File: src/rtl/hazard_scoreboard_ctrl.sv
// Issue/stall controller for load-use and MDU operand hazards, with an MDU destination
// scoreboard and register-file write-port arbitration between pipeline WB and the MDU.
module hazard_scoreboard_ctrl #(
  parameter int MDU_DEPTH = 2,
  parameter int CNT_W     = 32
) (
  input  logic             clk_i,
  input  logic             rst_ni,
  input  logic             ID_valid_i,
  input  logic [4:0]       ID_rs1_addr_i,
  input  logic [4:0]       ID_rs2_addr_i,
  input  logic             ID_rs1_used_i,
  input  logic             ID_rs2_used_i,
  input  logic [4:0]       ID_rd_addr_i,
  input  logic             ID_RegWrite_i,
  input  logic             ID_is_mdu_i,
  input  logic             EX_MemRead_i,
  input  logic [4:0]       EX_rd_addr_i,
  input  logic             flush_i,
  input  logic             WB_RegWrite_i,
  input  logic             mdu_done_i,
  input  logic [4:0]       mdu_rd_addr_i,
  output logic             stall_o,
  output logic             bubble_o,
  output logic             mdu_issue_o,
  output logic             mdu_ack_o,
  output logic             wb_sel_mdu_o,
  output logic [31:0]      busy_o,
  output logic [CNT_W-1:0] stall_cnt_o
);

  localparam logic [2:0] DEPTH_C = 3'(MDU_DEPTH);

  logic [31:0]      busy_r;
  logic [2:0]       count_r;
  logic [CNT_W-1:0] stall_cnt_r;

  logic        lu_s;
  logic        raw_s;
  logic        waw_s;
  logic        st_s;
  logic        stall_s;
  logic        issue_s;
  logic        ack_s;
  logic [31:0] set_s;
  logic [31:0] clr_s;
  logic [31:0] busy_nxt_s;
  logic [2:0]  count_nxt_s;

  // Hazard detection; busy_r[0] is held at 0, so x0 sources never see a scoreboard hit.
  always_comb begin
    lu_s    = ID_valid_i & EX_MemRead_i & (EX_rd_addr_i != 5'd0) &
              ((ID_rs1_used_i & (ID_rs1_addr_i == EX_rd_addr_i)) |
               (ID_rs2_used_i & (ID_rs2_addr_i == EX_rd_addr_i)));
    raw_s   = ID_valid_i & ((ID_rs1_used_i & busy_r[ID_rs1_addr_i]) |
                            (ID_rs2_used_i & busy_r[ID_rs2_addr_i]));
    waw_s   = ID_valid_i & ID_RegWrite_i & busy_r[ID_rd_addr_i];
    st_s    = ID_valid_i & ID_is_mdu_i & (count_r == DEPTH_C);
    stall_s = (lu_s | raw_s | waw_s | st_s) & ~flush_i;
    issue_s = ID_valid_i & ID_is_mdu_i & ~stall_s & ~flush_i;
    ack_s   = mdu_done_i & ~WB_RegWrite_i;
  end

  // Scoreboard and in-flight count next state.
  always_comb begin
    set_s      = (issue_s && (ID_rd_addr_i != 5'd0)) ? (32'd1 << ID_rd_addr_i) : 32'd0;
    clr_s      = ack_s ? (32'd1 << mdu_rd_addr_i) : 32'd0;
    busy_nxt_s = (busy_r | set_s) & ~clr_s & ~32'd1;
    count_nxt_s = count_r;
    case ({issue_s, ack_s})
      2'b10: begin
        if (count_r < DEPTH_C) begin
          count_nxt_s = count_r + 3'd1;
        end else begin
          count_nxt_s = count_r;
        end
      end
      2'b01: begin
        if (count_r != 3'd0) begin
          count_nxt_s = count_r - 3'd1;
        end else begin
          count_nxt_s = count_r;
        end
      end
      default: count_nxt_s = count_r;
    endcase
  end

  // State registers; the stall counter saturates at all-ones.
  always_ff @(posedge clk_i or negedge rst_ni) begin
    if (!rst_ni) begin
      busy_r      <= 32'd0;
      count_r     <= 3'd0;
      stall_cnt_r <= {CNT_W{1'b0}};
    end else begin
      busy_r  <= busy_nxt_s;
      count_r <= count_nxt_s;
      if (stall_s && !(&stall_cnt_r)) begin
        stall_cnt_r <= stall_cnt_r + CNT_W'(1);
      end
    end
  end

  assign stall_o      = stall_s;
  assign bubble_o     = stall_s | flush_i;
  assign mdu_issue_o  = issue_s;
  assign mdu_ack_o    = ack_s;
  assign wb_sel_mdu_o = ack_s;
  assign busy_o       = busy_r;
  assign stall_cnt_o  = stall_cnt_r;

endmodule

File: config.mk
export PLATFORM = sky130hd
export DESIGN_NAME = hazard_scoreboard_ctrl
export DESIGN_NICKNAME = d
export VERILOG_FILES = /design/src/rtl/hazard_scoreboard_ctrl.sv
export SDC_FILE = /design/constraint.sdc
export NUM_CORES = 1
export LEC_CHECK = 0
export ABC_CLOCK_PERIOD_IN_PS = 3660
export BUFFER_PORTS_ARGS = -buffer_cell sky130_fd_sc_hd__buf_2
export CAP_MARGIN = 5
export CORE_MARGIN = 1
export CORE_UTILIZATION = 56
export CTS_BUF_LIST = sky130_fd_sc_hd__clkbuf_4 sky130_fd_sc_hd__clkbuf_8
export CTS_CLUSTER_DIAMETER = 60
export DETAILED_ROUTE_END_ITERATION = 12
export GPL_TIMING_DRIVEN = 0
export PLACE_DENSITY = 0.83
export SYNTH_ARGS = -nofsm -noshare
export SYNTH_HDL_FRONTEND = slang
export SYNTH_SLANG_ARGS = --single-unit
File: constraint.sdc
create_clock -name clk_i -period 3.66 [get_ports clk_i]
set_input_delay 0.183 -clock clk_i [delete_from_list [all_inputs] [get_ports clk_i]]
set_output_delay 0.183 -clock clk_i [all_outputs]
set_load 0.005 [all_outputs]
Yosys cells after proc, flatten, opt, wreduce, memory -nomap -nowiden

Index checks and enable logic that the tools add are counted.

Bits in registers: 66
Bits of input ports: 36
Output and inout bits: 69
Word-level logic and storage cells: 67

$add $sub $neg: 3
Magnitude comparators: 4
Eq/ne operators: 7
Shift-type cells: 2
Muxes and demuxes: 11
Bitwise operators: 28
Reductions and logical operators: 9

Operators by type and width:

| cell                  | number |
|---|---|
| $mux 32               | 2 |
| $shl 1x5->32 const A  | 2 |
| $add 32x1->32 const B | 1 |
| $and 32x32->32        | 1 |
| $not 32->32           | 1 |
| $or 32x32->32         | 1 |
| $reduce_and 32->1     | 1 |
| $lt 5x6->1 const B    | 3 |
| $and 1x1->1           | 16 |
| $bmux 1 s5            | 3 |
| $eq 5x5->1            | 2 |
| $reduce_bool 5->1     | 2 |
| $mux 3                | 2 |
| $or 1x1->1            | 6 |
| $pmux 3 s2            | 1 |
| $ne 2x2->1 const B    | 2 |
| $add 3x1->3 const B   | 1 |
| $eq 3x2->1 const B    | 1 |
| $lt 3x2->1 const B    | 1 |
| $mux 1                | 3 |
| $not 1->1             | 3 |
| $reduce_and 3->1      | 1 |
| $reduce_bool 3->1     | 1 |
| $sub 3x1->3 const B   | 1 |
| other kinds (5)       | 6 |

Depth between registers and ports, before layout

Gate-level depths: netlist (run 1).

Word-level depth: 16
Gate-level depth with buffers: 11
Depth with buffers taken out: 10

Worst setup path after synthesis (run 1)

Ideal clock, no wire load.

Path type: reg-to-reg
Start point: register busy_r[13] (netlist: busy_o[13])
End point: register count_r[1]
Library setup time: 64 ps
Data arrival time: 2,652 ps
Required time: 3,596 ps
Slack: 944 ps
Cell stages (with the launch flop): 11
Buffers on the path: 0
Clock period less this slack: 2,716 ps
Cells stage by stage: dfrtp_1 mux4_1 a22oi_1 o22ai_1 o31ai_2 nand4_2 and2_4 inv_1 fa_1 nor4_1 a211o_1

Cells in the longest elaborated chain, start to end: 15
Elaborated cells between the ends (all ways): 25
Classes of those cells: eq/ne: 4; mux: 7; bitwise: 12; reduce/logical: 2

Ends and longest elaborated chain:

| what                                                             | line   | text |
|---|---|---|
| start: declaration                                               | 34     | `logic [31:0] busy_r;` |
| start signal: assignment                                         | 96     | `busy_r <= busy_nxt_s;` |
| $bmux 1 s5 (on tied branches)                                    | 55, 56 |  |
| $mux 1 (on tied branches)                                        | 55, 56 |  |
| $and 1x1->1 (on tied branches)                                   | 55, 56 |  |
| $or 1x1->1                                                       | 55     | `raw_s = ID_valid_i & ((ID_rs1_used_i & busy_r[ID_rs1_addr_i]) \|` |
| $and 1x1->1                                                      | 55     |  |
| $or 1x1->1                                                       | 59     | `stall_s = (lu_s \| raw_s \| waw_s \| st_s) & ~flush_i;` |
| $or 1x1->1 (*) (2 in a row)                                      | 59     |  |
| $and 1x1->1 (*)                                                  | 59     |  |
| $not 1->1 (*)                                                    | 60     | `issue_s = ID_valid_i & ID_is_mdu_i & ~stall_s & ~flush_i;` |
| $and 1x1->1 (*) (2 in a row)                                     | 60     |  |
| $eq 2x1->1 or $eq 2x2->1 (tied branches)                         | 70     | `case ({issue_s, ack_s})` |
| $ne 2x2->1 (no source line) or $reduce_bool 2->1 (tied branches) | --     |  |
| $reduce_and 3->1 (no source line)                                | --     |  |
| end signal: assignment                                           | 97     | `count_r <= count_nxt_s;` |
| end: declaration                                                 | 35     | `logic [2:0] count_r;` |

Mark *: on every way between the ends. The rest lies on a longest branch, timed or not. The select of a mux whose other input is x is not followed.
A chain may end at the register's enable or synchronous reset.

Final worst setup path (run 1)

Start point: register busy_r[22] (netlist: busy_o[22])
End point: output stall_o

Cells in the longest elaborated chain, start to end: 9
Elaborated cells between the ends (all ways): 15
Classes of those cells: mux: 6; bitwise: 9

Ends and longest elaborated chain:

| what                           | line   | text |
|---|---|---|
| $bmux 1 s5 (on tied branches)  | 55, 56 |  |
| $mux 1 (on tied branches)      | 55, 56 |  |
| $and 1x1->1 (on tied branches) | 55, 56 |  |
| $or 1x1->1                     | 55     |  |
| $and 1x1->1                    | 55     |  |
| $or 1x1->1                     | 59     |  |
| $or 1x1->1 (*) (2 in a row)    | 59     |  |
| $and 1x1->1 (*)                | 59     |  |
| end: declaration               | 23     | `output logic stall_o,` |

Marked as above.

==> impl_results.rst, run 1 <==
.. list-table::
   :header-rows: 1

   * - Metric
     - Value
   * - Met3 GRT Util
     - 6.51%
   * - Arrival time worst endpoint
     - 2850 ps
   * - Max-cap violations
     - 0
   * - Die Wd
     - 90 um
   * - Clock power share
     - 28.4%
   * - Layout overhead on the synthesized area
     - 18.8%
   * - Setup repair after global routing missed its margin
     - no
   * - Vias in the first global route
     - 3914
   * - Number of sinks handled by clock tree synthesis
     - 66
   * - Core area
     - 7370 um2
   * - Met1 demand-to-capacity share in global routing
     - 40.9%
   * - Number of buffers and inverters on the critical path
     - 3
   * - Cell chain of the critical path
     - mux4_2 > nor2_1 > and3b_1 > nor4_2 > nand3_1 > a21oi_4 > buf_6 > inv_1 > buf_2
   * - Worst path max stage delay
     - 490 ps
   * - Relative max-transition margin
     - 43.4%
   * - P per Cell Area
     - 418 nW/um2
   * - Final critical-path required period
     - 3040 ps
   * - Ant. Diodes
     - 0
   * - Combinational power share
     - 25.8%
   * - Global routing usage on met2
     - 48.7%
   * - Final net count
     - 576
   * - Proportion of synthesized chip area in sequential cells
     - 38.1%
   * - Critical path class
     - register to output port
   * - Fraction of power consumed by sequential logic
     - 45.7%
   * - Weighted congestion reported at the end of routability-driven placement
     - 0.953
   * - Detailed Routing Iterations Pass 1
     - 5
   * - Critical Path Slowest Stage Cell
     - mux4_2
   * - Gate count of the mapped netlist
     - 430
   * - TritonCTS buffer count
     - 9
   * - Clock slew at the register clock pins of the worst setup and hold paths
     - 70 ps
   * - Count of buffers inserted at the top-level ports
     - 96
   * - Count of flip-flops with a built-in enable after synthesis
     - 0
   * - Setup Skew
     - 13.9 ps
   * - Yosys warning total
     - 0
   * - Endpoints failing hold
     - 0
   * - Mean instance size in the synthesized netlist
     - 10.1 um2
   * - Switching part of the total power
     - 32.0%
   * - Depth of the CTS H-tree
     - 3
   * - Biggest area consumer among synthesized cells
     - dfrtp_1
   * - Starting DRT DRC Count
     - 357
   * - Final setup violation count
     - 0
   * - Total track usage
     - 30.4%
   * - Fmax
     - 329 MHz
   * - CP endpoint kind
     - output port
   * - Summed instance area of the synthesized netlist
     - 4340 um2
   * - Leading post-synthesis cells by cell area
     - dfrtp_1 38%, a21oi_1 6.3%, mux4_2 6.2%
   * - DRC violations left
     - 0
   * - Final worst path period share
     - 83.0%
   * - Number of synthesized register bits
     - 66
   * - Master cell of the clock root buffer
     - clkbuf_8
   * - Most used flip-flop cell after synthesis
     - dfrtp_1
   * - Vertical die dimension
     - 90 um
   * - Kind of cell with the highest combined delay on the critical path
     - simple AND/OR/NAND/NOR gates
   * - Total via count after detailed routing
     - 4138
   * - Drt total wl
     - 12000 um
   * - Post-detailed-route count of antenna-violating nets
     - 0
   * - Post-route setup slack
     - 623 ps
   * - Number of nets produced by synthesis
     - 468
   * - Post-detail-place hpwl
     - 8760 um
   * - Synth top area share
     - 38.1%
   * - Proportion of register bits with asynchronous set or reset after synthesis
     - 100%
   * - Maximum clock insertion buffer count
     - 2
   * - Psw
     - 688 uW
   * - Number of vias per cell after detailed routing
     - 6.46
   * - Clock latency reported for the late side of the worst-skew pair
     - 340 ps
   * - Die ar.
     - 8100 um2
   * - Status
     - completed
   * - Transition time at the pin with the least slew margin
     - 842 ps
   * - Antenna violations before repair
     - 0
   * - Minimum setup slack after placement
     - 652 ps
   * - Initial core utilization
     - 58.8%
   * - Setup Buffers After CTS
     - 0
   * - Congestion Overflow GR
     - 0
   * - Pin count of the biggest net entering global routing
     - 67
   * - First-pass GRT wire length
     - 19600 um
   * - TritonCTS clock tree
     - yes
   * - Average routed wire per standard cell
     - 18.7 um
   * - Num ports
     - 105
   * - Leakage power figure
     - 0.00249 uW
   * - Synth cell types
     - 58
   * - Top-count cell post-synth
     - dfrtp_1
   * - Final-report max-slew violation count
     - 0
   * - Most common library cells after synthesis
     - 66 x dfrtp_1, 55 x a21oi_1, 29 x xor2_1
   * - Number of placement rows
     - 31
   * - Share of layout cells above drive strength 1
     - 29.5%
   * - Data required time of the worst path
     - 3480 ps
   * - Element type at the critical path start
     - register
   * - Largest vdd supply drop
     - 0.387 mV
   * - Internal Power
     - 1470 uW
   * - Busiest layer in global routing
     - met2
   * - Maximum fanout count along the critical path
     - 10
   * - Setup TNS Final
     - 0 ps
   * - Hold/Removal Path Class
     - input pin to register
==> per-layer routing <==
layer	share of wire, %	wire length, um
met1	40	4770
met2	48	5800
met3	9.7	1160
met4	2.0	245
met5	0	0
==> area by class of cell <==
type / instances / area [um2]
timing repair buffer: 97 / 493
buffer: 25 / 174
multi-input combinational: 327 / 2470
tap: 99 / 124
inverter: 12 / 45.0
fill: 569 / 2220
clock inverter: 2 / 37.5
sequential: 66 / 1650
clock buffer: 13 / 160
==> cells by family after synthesis <==
group	Yosys count	share of synthesized area (%)
and+or+nand+nor	162	21.8
AOI/OAI and AO/OA	87	12.3
DFF	66	38.1
xor gates and xnor gates	41	8.28
buffers and inverters	37	5.05
muxes	34	13.6
adders and majority gates	2	0.750
other	1	0.0865
==> state kept, by name, indices dropped and copies added (netlist names) <==
signal / flops
busy_o: 31
count_r: 3
stall_cnt_o: 32
==> tightest hold or removal path: cells and delay by family <==
kind	cells	cell delay, ps
buffers and inverters	1	140
AOI/OAI and AO/OA	1	140
and+or+nand+nor	1	90
==> layout by cell type, fill, tap and decap left out, types with 4 or more instances in the layout <==
| master | n |
|---|---|
| mux2_2 | 4 |
| buf_6 | 9 |
| nor2b_1 | 8 |
| nor2_1 | 24 |
| clkbuf_1 | 9 |
| nand4_1 | 11 |
| or3_1 | 4 |
| nand2b_1 | 4 |
| xor2_1 | 29 |
| nor4_1 | 11 |
| mux2i_1 | 10 |
| a41oi_1 | 4 |
| mux4_1 | 5 |
| nand2_1 | 26 |
| inv_1 | 10 |
| nor3_1 | 21 |
| buf_2 | 99 |
| nor3b_1 | 6 |
| a21oi_1 | 55 |
| dfrtp_1 | 66 |
| nand3_1 | 19 |
| mux4_2 | 12 |
| xnor2_1 | 12 |
| clkbuf_8 | 10 |
| a31oi_1 | 13 |
| and3_1 | 4 |
==> path summary, 6_finish.rpt <==
| kind | start | to | slack, ps | cells after the start |
|---|---|---|---|---|
| setup / recovery | busy_o[22]$_DFF_PN0_ | stall_o | 620 | 9 |
| hold / removal | mdu_rd_addr_i[1] | busy_o[8]$_DFF_PN0_ | 260 | 3 |
| setup reg to reg | busy_o[13]$_DFF_PN0_ | count_r[1]$_DFFE_PN0P_ | 660 | 10 |
| hold reg to reg | stall_cnt_o[8]$_DFFE_PN0P_ | stall_cnt_o[8]$_DFFE_PN0P_ | 480 | 1 |
| max in group asynchronous | rst_ni | busy_o[3]$_DFF_PN0_ | 2650 | 2 |
| min in group asynchronous | rst_ni | busy_o[21]$_DFF_PN0_ | 490 | 2 |
==> power by group through the flow <==
stage / clock network (uW) / logic, uW / registers, uW
finish: 613 / 556 / 985
global route: 648 / 616 / 997
CTS: 617 / 555 / 977
detailed placement: 0 / 551 / 990
global placement: 0 / 530 / 980
floorplan: 0 / 342 / 955
==> timing repair <==
item	CTS	global route
endpoints found under the hold margin	66	0
resized for setup	0	0
hold buffers	1	0
==> per-stage QoR <==
step / cells / hold slack [ps] / area (um2) / power, uW / util, %
detailed placement: 625 / 327 / 4940 / 1540 / 67.1
global route: 641 / 294 / 5150 / 2260 / 69.9
finish: 641 / 263 / 5150 / 2150 / 69.9
CTS: 641 / 256 / 5150 / 2150 / 69.9
global placement: 625 / 465 / 4940 / 1510 / 67.0
floorplan: 430 / -113 / 4340 / 1300 / -
Power figures use the tool's default switching activity.
==> inputs of run 2 (changes only) <==
Settings changed: ABC_CLOCK_PERIOD_IN_PS 3660 to 2500, CORE_UTILIZATION 56 to 50, PLACE_DENSITY 0.83 to 0.78.
Clock period 3.66 ns to 2.5 ns, I/O delays scaled along.
==> impl_results.rst, run 2 (synthesized netlist as in run 1, its figures left out) <==
.. list-table::
   :header-rows: 1

   * - Metric
     - Value
   * - Post-detailed-route count of antenna-violating nets
     - 0
   * - Largest vdd supply drop
     - 0.537 mV
   * - Status
     - complete, but fails checks
   * - Weighted congestion reported at the end of routability-driven placement
     - 0.920
   * - Num ports
     - 105
   * - Transition time at the pin with the least slew margin
     - 853 ps
   * - Hold Path Depth
     - 3
   * - Final setup violation count
     - 68
   * - Antenna violations before repair
     - 0
   * - TritonCTS clock tree
     - yes
   * - Drt total wl
     - 13800 um
   * - Relative max-transition margin
     - 42.7%
   * - Register-to-Register Path Depth
     - 11
   * - Fraction of power consumed by sequential logic
     - 45.1%
   * - Max-cap violations
     - 0
   * - Final worst path period share
     - 111%
   * - Die ar.
     - 9050 um2
   * - Vias in the first global route
     - 3864
   * - Critical Path Slowest Stage Cell
     - mux4_2
   * - Layout overhead on the synthesized area
     - 34.8%
   * - Most frequent standard cell in the layout excluding fill and tap cells
     - buf_2
   * - Worst setup path startpoint
     - busy_o[29]$_DFF_PN0_
   * - Setup Skew
     - 17.1 ps
   * - Starting DRT DRC Count
     - 303
   * - Endpoints failing hold
     - 0
   * - Psw
     - 1130 uW
   * - Detailed Routing Iterations Pass 1
     - 5
   * - Vertical die dimension
     - 95.1 um
   * - P per Cell Area
     - 548 nW/um2
   * - CP endpoint kind
     - register
   * - Die Wd
     - 95.1 um
   * - Pin count of the biggest net entering global routing
     - 67
   * - Hold/Removal Path Class
     - input pin to register
   * - Share of layout cells above drive strength 1
     - 44.1%
   * - Depth of the CTS H-tree
     - 3
   * - Master cell of the clock root buffer
     - clkbuf_8
   * - Clock slew at the register clock pins of the worst setup and hold paths
     - 80 ps
   * - TritonCTS buffer count
     - 9
   * - Core area
     - 8300 um2
   * - Final critical-path required period
     - 2780 ps
   * - Failing checks
     - negative setup slack
   * - Clock latency reported for the late side of the worst-skew pair
     - 360 ps
   * - Final net count
     - 598
   * - Post-route setup slack
     - -284 ps
   * - First-pass GRT wire length
     - 19300 um
   * - Cell chain of the critical path
     - mux4_2 > mux2i_1 > nor3b_2 > nor4_4 > nand4_2 > buf_4 > buf_8 > nor2_4 > buf_6 > a41oi_1 > a21oi_1
   * - Maximum fanout count along the critical path
     - 10
   * - Post-detail-place hpwl
     - 8910 um
   * - Initial core utilization
     - 52.3%
   * - Switching part of the total power
     - 35.4%
   * - Element type at the critical path start
     - register
   * - Total via count after detailed routing
     - 4265
   * - Final-report max-slew violation count
     - 0
   * - Number of placement rows
     - 33
   * - Flip-flop count of the largest register after layout
     - 32
   * - Total track usage
     - 28.4%
   * - Number of standard cells in the final layout excluding fillers
     - 670
   * - Combinational power share
     - 30.2%
   * - Arrival time worst endpoint
     - 3050 ps
   * - Min-Delay Startpoint
     - mdu_rd_addr_i[1]
   * - Leakage power figure
     - 0.00274 uW
   * - Count of buffers inserted at the top-level ports
     - 96
   * - Average routed wire per standard cell
     - 20.6 um
   * - Source of the worst register-to-register timing path
     - busy_o[29]$_DFF_PN0_
   * - Data required time of the worst path
     - 2770 ps
   * - Worst hold-check slack
     - 198 ps
   * - Maximum clock insertion buffer count
     - 2
   * - Highest-count cells in the layout ignoring fill and taps
     - 98 x buf_2, 55 x dfrtp_1, 46 x a21oi_1
   * - Congestion Overflow GR
     - 0
   * - Setup repair after global routing missed its margin
     - yes
   * - DRC violations left
     - 0
   * - Ant. Diodes
     - 0
   * - Worst path max stage delay
     - 470 ps
   * - Number of sinks handled by clock tree synthesis
     - 66
   * - Cell count after placement
     - 631
   * - Critical path class
     - register to register
   * - Number of vias per cell after detailed routing
     - 6.37
   * - Clock power share
     - 24.7%
   * - Internal Power
     - 2070 uW
   * - Fmax
     - 359 MHz
-- run 2: critical path, delay by kind of cell, from the launching register on --
family                 cells  cell delay [ps]
AO/OA/AOI/OAI              2              280
buffers and inverters      3              450
flip-flops                 1              460
multiplexers               2              660
AND/OR/NAND/NOR            4              840
-- run 2: final cells by class --
class / instances / area [um2]
plain buffers: 24 / 181
clock buffers: 9 / 124
clock inverters: 7 / 46.3
fillers: 563 / 2450
inverters: 12 / 47.5
multi-input cells: 327 / 2890
flip-flops and latches: 66 / 1670
well taps: 105 / 131
repair buffers: 120 / 764
-- run 2: path summary, 6_finish.rpt --
| kind | to | slack (ps) |
|---|---|---|
| worst max-delay path | busy_o[25]$_DFF_PN0_ | -280 |
| worst min-delay path | busy_o[8]$_DFF_PN0_ | 200 |
| worst max register to register | busy_o[25]$_DFF_PN0_ | -280 |
| worst min register to register | stall_cnt_o[30]$_DFFE_PN0P_ | 500 |
| max in group asynchronous | busy_o[25]$_DFF_PN0_ | 1470 |
| min in group asynchronous | busy_o[8]$_DFF_PN0_ | 410 |
-- run 2: power by group through the flow --
stage                     combinational, uW  clock (uW)  sequential, uW
final                                   967         791            1450
after global routing                   1060         845            1470
after CTS                               843         783            1420
after detailed placement                805           0            1440
after global placement                  781           0            1430
after floorplan                         501           0            1400
-- run 2: stage by stage --
step                instance area, um2  util [%]  total power, uW  setup TNS (ps)  setup slack [ps]
floorplan                         4340         -             1900           -38.2             -38.2
global placement                  4950      59.6             2210           -5330              -271
detailed placement                4950      59.7             2250           -8390              -322
CTS                               5240      63.1             3050           -6770              -253
global route                      5850      70.4             3370          -20400              -409
finish                            5850      70.4             3210          -12620              -284
-- run 2: what timing repair did --
item | 4_1_cts | 5_1_grt
resized for setup | 12 | 105
hold buffers | 1 | 0
endpoints found under the setup margin | 69 | 69
pin swaps | 6 | 48
cloned | 1 | 2
setup buffers | 8 | 12
hold endpoints to repair | 66 | 0
-- run 2: per-layer routing --
layer | GRT usage [%] | share of wire [%] | vias up
met4 | 12.6 | 3.5 | 0
met5 | 0 | 0 | -
met3 | 5.90 | 8.6 | 45
met1 | 36.9 | 38 | 2091
met2 | 45.8 | 50 | 254
li1 | - | - | 1875
